<file path="config.mk">
export PLATFORM = sky130hd
export DESIGN_NAME = mem_stage_unit
export DESIGN_NICKNAME = d
export VERILOG_FILES = /design/src/rtl/mem_stage_unit.sv
export SDC_FILE = /design/constraint.sdc
export NUM_CORES = 2
export LEC_CHECK = 0
export CORE_MARGIN = 1.5
export CORE_UTILIZATION = 30
export DETAILED_ROUTE_END_ITERATION = 16
export HOLD_SLACK_MARGIN = 0.08
export MAX_ROUTING_LAYER = met4
export PLACE_DENSITY = 0.46
export RECOVER_POWER = 50
export SYNTH_ARGS = -nofsm -noshare
export SYNTH_HDL_FRONTEND = slang
export SYNTH_SLANG_ARGS = --single-unit
</file>
<file path="constraint.sdc">
create_clock -name clk -period 5.5 [get_ports clk]
set_input_delay 1.65 -clock clk [delete_from_list [all_inputs] [get_ports clk]]
set_output_delay 1.65 -clock clk [all_outputs]
set_load 0.005 [all_outputs]
</file>
<file path="src/rtl/mem_stage_unit.sv">
// -----------------------------------------------------------------------------
// mem_stage_unit
//
// Purpose:
//    EX/MEM pipeline register, byte-enable generator for the memory access,
//    and a 2-read / 1-write register file with write-through bypass.
//
// Ports:
//    clk                 sole clock, rising edge
//    reset               asynchronous, active-low reset
//    ex_ir/pc4/ao/rt/sd  EX-stage values, captured every edge (no stall)
//    mem_ir/pc4/ao/rt/sd registered copies of the ex_* inputs
//    be_type             access size: 0 word, 1 halfword, 2 byte, 3-7 none
//    be                  byte enables from mem_ao[1:0] and be_type
//    rd_addr1/2          register-file read addresses
//    rd_data1/2          register-file read data (combinational)
//    wr_addr/wr_en/wr_data register-file write port
// -----------------------------------------------------------------------------
module mem_stage_unit #(
   parameter int DW   = 32,
   parameter int NREG = 32
) (
   input  logic          clk,
   input  logic          reset,
   input  logic [DW-1:0] ex_ir,
   input  logic [DW-1:0] ex_pc4,
   input  logic [DW-1:0] ex_ao,
   input  logic [DW-1:0] ex_rt,
   input  logic [DW-1:0] ex_sd,
   output logic [DW-1:0] mem_ir,
   output logic [DW-1:0] mem_pc4,
   output logic [DW-1:0] mem_ao,
   output logic [DW-1:0] mem_rt,
   output logic [DW-1:0] mem_sd,
   input  logic [2:0]    be_type,
   output logic [3:0]    be,
   input  logic [4:0]    rd_addr1,
   input  logic [4:0]    rd_addr2,
   output logic [DW-1:0] rd_data1,
   output logic [DW-1:0] rd_data2,
   input  logic [4:0]    wr_addr,
   input  logic          wr_en,
   input  logic [DW-1:0] wr_data
);

   logic [DW-1:0] mem_ir_q,  mem_ir_d;
   logic [DW-1:0] mem_pc4_q, mem_pc4_d;
   logic [DW-1:0] mem_ao_q,  mem_ao_d;
   logic [DW-1:0] mem_rt_q,  mem_rt_d;
   logic [DW-1:0] mem_sd_q,  mem_sd_d;

   // Register 0 has no storage: it is hard-wired to zero on the read side.
   logic [DW-1:0] regs_q [1:NREG-1];
   logic [DW-1:0] regs_d [1:NREG-1];

   logic bypass1;
   logic bypass2;

   // Next-state: the pipeline register loads unconditionally; bubbles are
   // simply ex_ir=0 from upstream and need no special treatment here.
   always_comb begin
      mem_ir_d  = ex_ir;
      mem_pc4_d = ex_pc4;
      mem_ao_d  = ex_ao;
      mem_rt_d  = ex_rt;
      mem_sd_d  = ex_sd;
      for (int i = 1; i < NREG; i++) begin
         regs_d[i] = regs_q[i];
         if (wr_en && (wr_addr == 5'(i))) begin
            regs_d[i] = wr_data;
         end
      end
   end

   always_ff @(posedge clk or negedge reset) begin
      if (!reset) begin
         mem_ir_q  <= '0;
         mem_pc4_q <= '0;
         mem_ao_q  <= '0;
         mem_rt_q  <= '0;
         mem_sd_q  <= '0;
         for (int i = 1; i < NREG; i++) begin
            regs_q[i] <= '0;
         end
      end else begin
         mem_ir_q  <= mem_ir_d;
         mem_pc4_q <= mem_pc4_d;
         mem_ao_q  <= mem_ao_d;
         mem_rt_q  <= mem_rt_d;
         mem_sd_q  <= mem_sd_d;
         for (int i = 1; i < NREG; i++) begin
            regs_q[i] <= regs_d[i];
         end
      end
   end

   assign mem_ir  = mem_ir_q;
   assign mem_pc4 = mem_pc4_q;
   assign mem_ao  = mem_ao_q;
   assign mem_rt  = mem_rt_q;
   assign mem_sd  = mem_sd_q;

   // Byte enables. Misaligned word/halfword accesses produce no enables.
   always_comb begin
      be = 4'b0000;
      case (be_type)
         3'd0: begin
            if (mem_ao_q[1:0] == 2'b00) begin
               be = 4'b1111;
            end
         end
         3'd1: begin
            case (mem_ao_q[1:0])
               2'b00:   be = 4'b0011;
               2'b10:   be = 4'b1100;
               default: be = 4'b0000;
            endcase
         end
         3'd2: begin
            be = 4'b0001 << mem_ao_q[1:0];
         end
         default: begin
            be = 4'b0000;
         end
      endcase
   end

   // Write-through bypass: a write in flight is visible on the read ports in
   // the same cycle, so the consumer never sees the stale register value.
   assign bypass1 = wr_en && (wr_addr != 5'd0) && (wr_addr == rd_addr1);
   assign bypass2 = wr_en && (wr_addr != 5'd0) && (wr_addr == rd_addr2);

   always_comb begin
      rd_data1 = '0;
      rd_data2 = '0;
      for (int i = 1; i < NREG; i++) begin
         if (rd_addr1 == 5'(i)) begin
            rd_data1 = regs_q[i];
         end
         if (rd_addr2 == 5'(i)) begin
            rd_data2 = regs_q[i];
         end
      end
      if (bypass1) begin
         rd_data1 = wr_data;
      end
      if (bypass2) begin
         rd_data2 = wr_data;
      end
   end

endmodule

</file>
Yosys cells after proc, flatten, opt, wreduce, memory -nomap -nowiden --
Cells that the tools add are included.
Storage, ports and cells: bits in registers 1152, input port bits 213, output and inout port bits 228, word-level logic and storage cells 239
Cells by class: equality and inequality tests 98, shift-type cells 1, muxes and demuxes 67, reductions and logical operators 37
Operators with widths (count):
- two-way mux 32 bit | 64
- equality test 5 bit, second input constant | 48
- equality test 5 x 4 -> 1 bit, second input constant | 24
- equality test 5 x 3 -> 1 bit, second input constant | 12
- logical AND 1 bit | 34
- equality test 5 x 2 -> 1 bit, second input constant | 6
- equality test 5 x 1 -> 1 bit, second input constant | 3
- one-hot mux 4 bit (3 select lines) | 1
- equality test 5 bit | 2
- one-hot mux 4 bit (2 select lines) | 1
- nonzero test 5 bit | 1
- two-way mux 4 bit | 1
- << shifter 1 x 2 -> 4 bit, first input constant | 1
- equality test 3 x 1 -> 1 bit, second input constant | 1
- equality test 3 x 2 -> 1 bit, second input constant | 1
- zero test 3 bit | 1
- equality test 2 bit, second input constant | 1
- zero test 2 bit | 1

Depth between registers and ports, before layout --
depth in word-level cells 33, mapped depth 12, gate-level depth less buffers 7

Worst setup path before layout --
OpenSTA, ideal clock, no wires.
path type input to output, from input port rd_addr1[2], to output port rd_data1[19], arrival 3.378 ns, required time 3.850 ns, setup slack 0.472 ns, stages 9, buffers on the path 2, cells stage by stage buf_6 -> or4b_1 -> clkbuf_1 -> o22ai_1 -> a21oi_1 -> or4_1 -> a21oi_1 -> or4_1 -> and3_1
On the way: word-level cells in the longest chain between the ends 33, elaborated cells on any way between the ends 65, those cells by class 32 x eq/ne; 32 x mux; 1 x reduce/logical
RTL lines:
- start: declaration | RTL line 37 | input logic [4:0] rd_addr1,
- equality test 5 x 1 -> 1 bit | RTL line 137 | if (rd_addr1 == 5'(i)) begin
- two-way mux 32 bit (31 in series) | RTL line 137
- two-way mux 32 bit * | RTL line 144 | if (bypass1) begin
- end: declaration | RTL line 39 | output logic [DW-1:0] rd_data1,
Every way passes the cells marked *; elsewhere a longest branch is shown, timed or not.

Final worst setup path --
from input port rd_addr1[3], to output port rd_data1[16]
The elaborated chain is that of the path after synthesis.

==> load_flow_metrics.sql <==
INSERT INTO impl_metrics (metric_group, metric, value, unit) VALUES
('outcome', 'status', 'finished with violations', ''),
('outcome', 'failed_checks', 'max-capacitance violations, max-slew violations, negative setup slack', ''),
('floorplanning', 'placementRows', '164', ''),
('sta', 'fin_worst_skew', '0', 'ns'),
('pwr', 'total_power', '26600', 'uW'),
('clock_tree', 'ctsHoldBuffers', '0', ''),
('drt', 'vias', '55916', ''),
('sta', 'report.final.slew_viol_count', '115', ''),
('sta', 'final_critical_path_setup_slack', '-0.245', 'ns'),
('worst_hold_path', 'holdPathEnd', 'regs_q[252]', ''),
('sta', 'clock.fmax', '174', 'MHz'),
('pwr', 'power.internal', '18400', 'uW'),
('clock_tree', 'clock_buffer_count_from_cts', '138', ''),
('clock_tree', 'insertion_delay', '0.81', 'ns'),
('logic_synthesis', 'yosys.cell_count.top_type', 'dfrtp_1', ''),
('run', 'timing.max_cap.violations', '1', ''),
('logic_synthesis', 'netlist_instances', '5575', ''),
('pwr', 'net_sw_share', '31.0', '%'),
('sta', 'timing.final.setup_violations', '60', ''),
('clock_tree', 'root_buffer', 'clkbuf_16', ''),
('worst_hold_path', 'hold_path_class', 'flop to flop', ''),
('drt', 'final_antenna_net_count', '0', ''),
('floorplanning', 'core_area', '0.199', 'sq mm'),
('grt', 'grt_util_all_layers', '29.8', '%'),
('drt', 'met2_wirelength', '140000', 'um'),
('cells_and_area', 'fill_cell_total_of_the_finished_layout', '18918', ''),
('drt', 'route.final.wire_length', '304000', 'um'),
('sta', 'grt_setup_unrepaired', 'true', ''),
('clock_tree', 'tritoncts', 'yes', ''),
('worst_setup_path', 'cp_data_arrival_time', '4.10', 'ns'),
('grt', 'overflow', '0', ''),
('logic_synthesis', 'most_used_standard_cells_in_the_synthesized_netlist', 'dfrtp_1 (1152), mux2_2 (1005), a21oi_1 (386)', ''),
('floorplanning', 'initial_utilization', '30.2', '%'),
('worst_setup_path', 'crit_path_start_kind', 'primary input', ''),
('cells_and_area', 'area_of_combinational_cells_with_multiple_inputs', '0.0333', 'sq mm'),
('logic_synthesis', 'synthDistinctLibCells', '93', ''),
('sta', 'worstMarginPinSlew', '3.94', 'ns'),
('pwr', 'share_clk_of_total_power', '35.8', '%'),
('clock_tree', 'clock-sinks', '1152', ''),
('sta', 'timing.final.crit_share', '104', '%'),
('sta', 'relative_slew_slack', '-163', '%'),
('sta', 'fin_setup_tns', '-7.93', 'ns'),
('clock_tree', 'cts_buffer_depth', '3', ''),
('drt', 'drt_first_iter_violations', '5232', ''),
('worst_setup_path', 'regToRegStartpoint', 'regs_q[891]', ''),
('clock_tree', 'clk_transition_reported_paths', '0.06', 'ns'),
('pwr', 'leakagePower', '0.0374', 'uW'),
('logic_synthesis', 'post-synth-top-area-cell', 'dfrtp_1', ''),
('drt', 'avgRoutedWirePerCell', '31.4', 'um'),
('pwr', 'total_switching_power', '8250', 'uW'),
('logic_synthesis', 'mappedNetlistArea', '0.0602', 'sq mm'),
('pwr', 'power_frac_seq', '43.2', '%'),
('drt', 'detail_route.first_pass.iterations', '6', ''),
('worst_setup_path', 'critical_path.startpoint', 'rd_addr1[3]', ''),
('logic_synthesis', 'flip_flop_and_latch_count_after_synthesis', '1152', ''),
('logic_synthesis', 'yosysWarnings', '0', ''),
('pwr', 'power.share.combinational', '21.0', '%'),
('cells_and_area', 'layout.core_utilization', '44.0', '%'),
('pwr', 'power.density_cell_area', '303', 'mW/mm^2'),
('worst_setup_path', 'critPathCaptureType', 'primary output', ''),
('drt', 'detailroute.wirelength.met3', '22200', 'um'),
('placement', 'post-dp-hpwl', '223000', 'um'),
('logic_synthesis', 'synthesis.area_per_instance', '10.8', 'sq um'),
('logic_synthesis', 'ys.flop_type', 'dfrtp_1', ''),
('worst_setup_path', 'worst-r2r-cell-count', '1', ''),
('logic_synthesis', 'post_synthesis_net_count', '5788', ''),
('cells_and_area', 'drive_gt1_share', '46.7', '%'),
('worst_setup_path', 'worstSetupPathType', 'primary input to primary output', ''),
('worst_setup_path', 'worst-path-max-fanout', '8', ''),
('placement', 'final_wtd_congestion', '1.02', ''),
('cells_and_area', 'fin_nets', '7123', '');
-- layer usage --
layer | GRT usage (%) | up-vias
met5 | - | -
li1 | - | 23700
met2 | 46.1 | 2811
met4 | 13.2 | 0
met3 | 4.55 | 677
met1 | 38.5 | 28728
-- flip-flops by register name (all words and copies together), names as in the netlist --
| signal | flops |
|---|---|
| mem_ao | 32 |
| mem_ir | 32 |
| mem_pc4 | 32 |
| mem_rt | 32 |
| mem_sd | 32 |
| regs_q | 992 |
-- logic make-up (layout without fill, tap and decap cells) --
| logic type | Yosys count | count (layout) | share of synthesized area (%) |
|---|---|---|---|
| AO/OA/AOI/OAI | 1715 | 1715 | 18.5 |
| flip-flops | 1152 | 1152 | 47.9 |
| multiplexers | 1137 | 1137 | 21.4 |
| AND/OR/NAND/NOR | 983 | 984 | 7.81 |
| buffers and inverters | 576 | 2013 | 4.19 |
| XOR/XNOR | 12 | 12 | 0.175 |
| other | 0 | 10 | 0 |
-- cell type report --
type                    instances  area share [%]
repair buffers               1745            20.1
diodes                         10          0.0285
well taps                    2656            3.78
clock inverters                60           0.799
inverters                      25           0.110
multi-input cells            3848            37.9
flip-flops and latches       1152            32.8
clock buffers                 183            4.47
-- critical path: stages --
cell and delay [ns]:
buf_12 0.12, buf_12 0.12, buf_6 0.10, or3b_4 0.44
buf_12 0.17, o22ai_4 0.20, a21oi_4 0.06, nor4_4 0.53
a2111oi_4 0.17, nor2_4 0.32, buf_2 0.18
-- cells in the final DEF (no fill, tap or decap), types with 84 or more instances in the layout --
master / n
mux2_2: 1004
o22ai_1: 212
clkbuf_16: 152
a21oi_1: 288
dfrtp_1: 1152
buf_12: 176
nor2_1: 272
o211ai_1: 84
buf_6: 181
a22oi_1: 119
o21ai_0: 290
dlygate4sd3_1: 160
nand2_1: 223
buf_4: 878
clkdlybuf4s50_1: 199
mux2i_1: 102
-- power groups by stage --
stage	clock (uW)	combinational (uW)	sequential, uW
floorplan	0	2610	10900
global placement	0	4830	11400
detailed placement	0	4890	11500
CTS	9720	5420	11400
global route	10000	5870	11700
finish	9540	5580	11500
-- timing repair --
action | in CTS | in global routing
buffers inserted | 221 | 81
pin swaps | 315 | 261
gates cloned | 29 | 11
endpoints found under the setup margin | 64 | 64
gates resized for setup | 1156 | 314
-- stage by stage --
step                      hold WS (ns)  cells  instance area (sq um)
after global routing             0.527   9677                  87800
after CTS                        0.514   9610                  86100
after global placement           0.492   9155                  75200
after floorplan                  0.465   5575                  60200
final                            0.517   9679                  87800
after detailed placement         0.501   9155                  75200
-- how the worst max path moves through the flow --
stage / to / slack, ns
detailed placement: rd_data1[16] / -2.04
global route: rd_data1[27] / -0.30
floorplan: rd_data1[19] / 0.47
CTS: rd_data1[31] / -0.25
global placement: rd_data1[16] / -2.00
finish: rd_data1[16] / -0.25
Power figures use the tool's default switching activity.
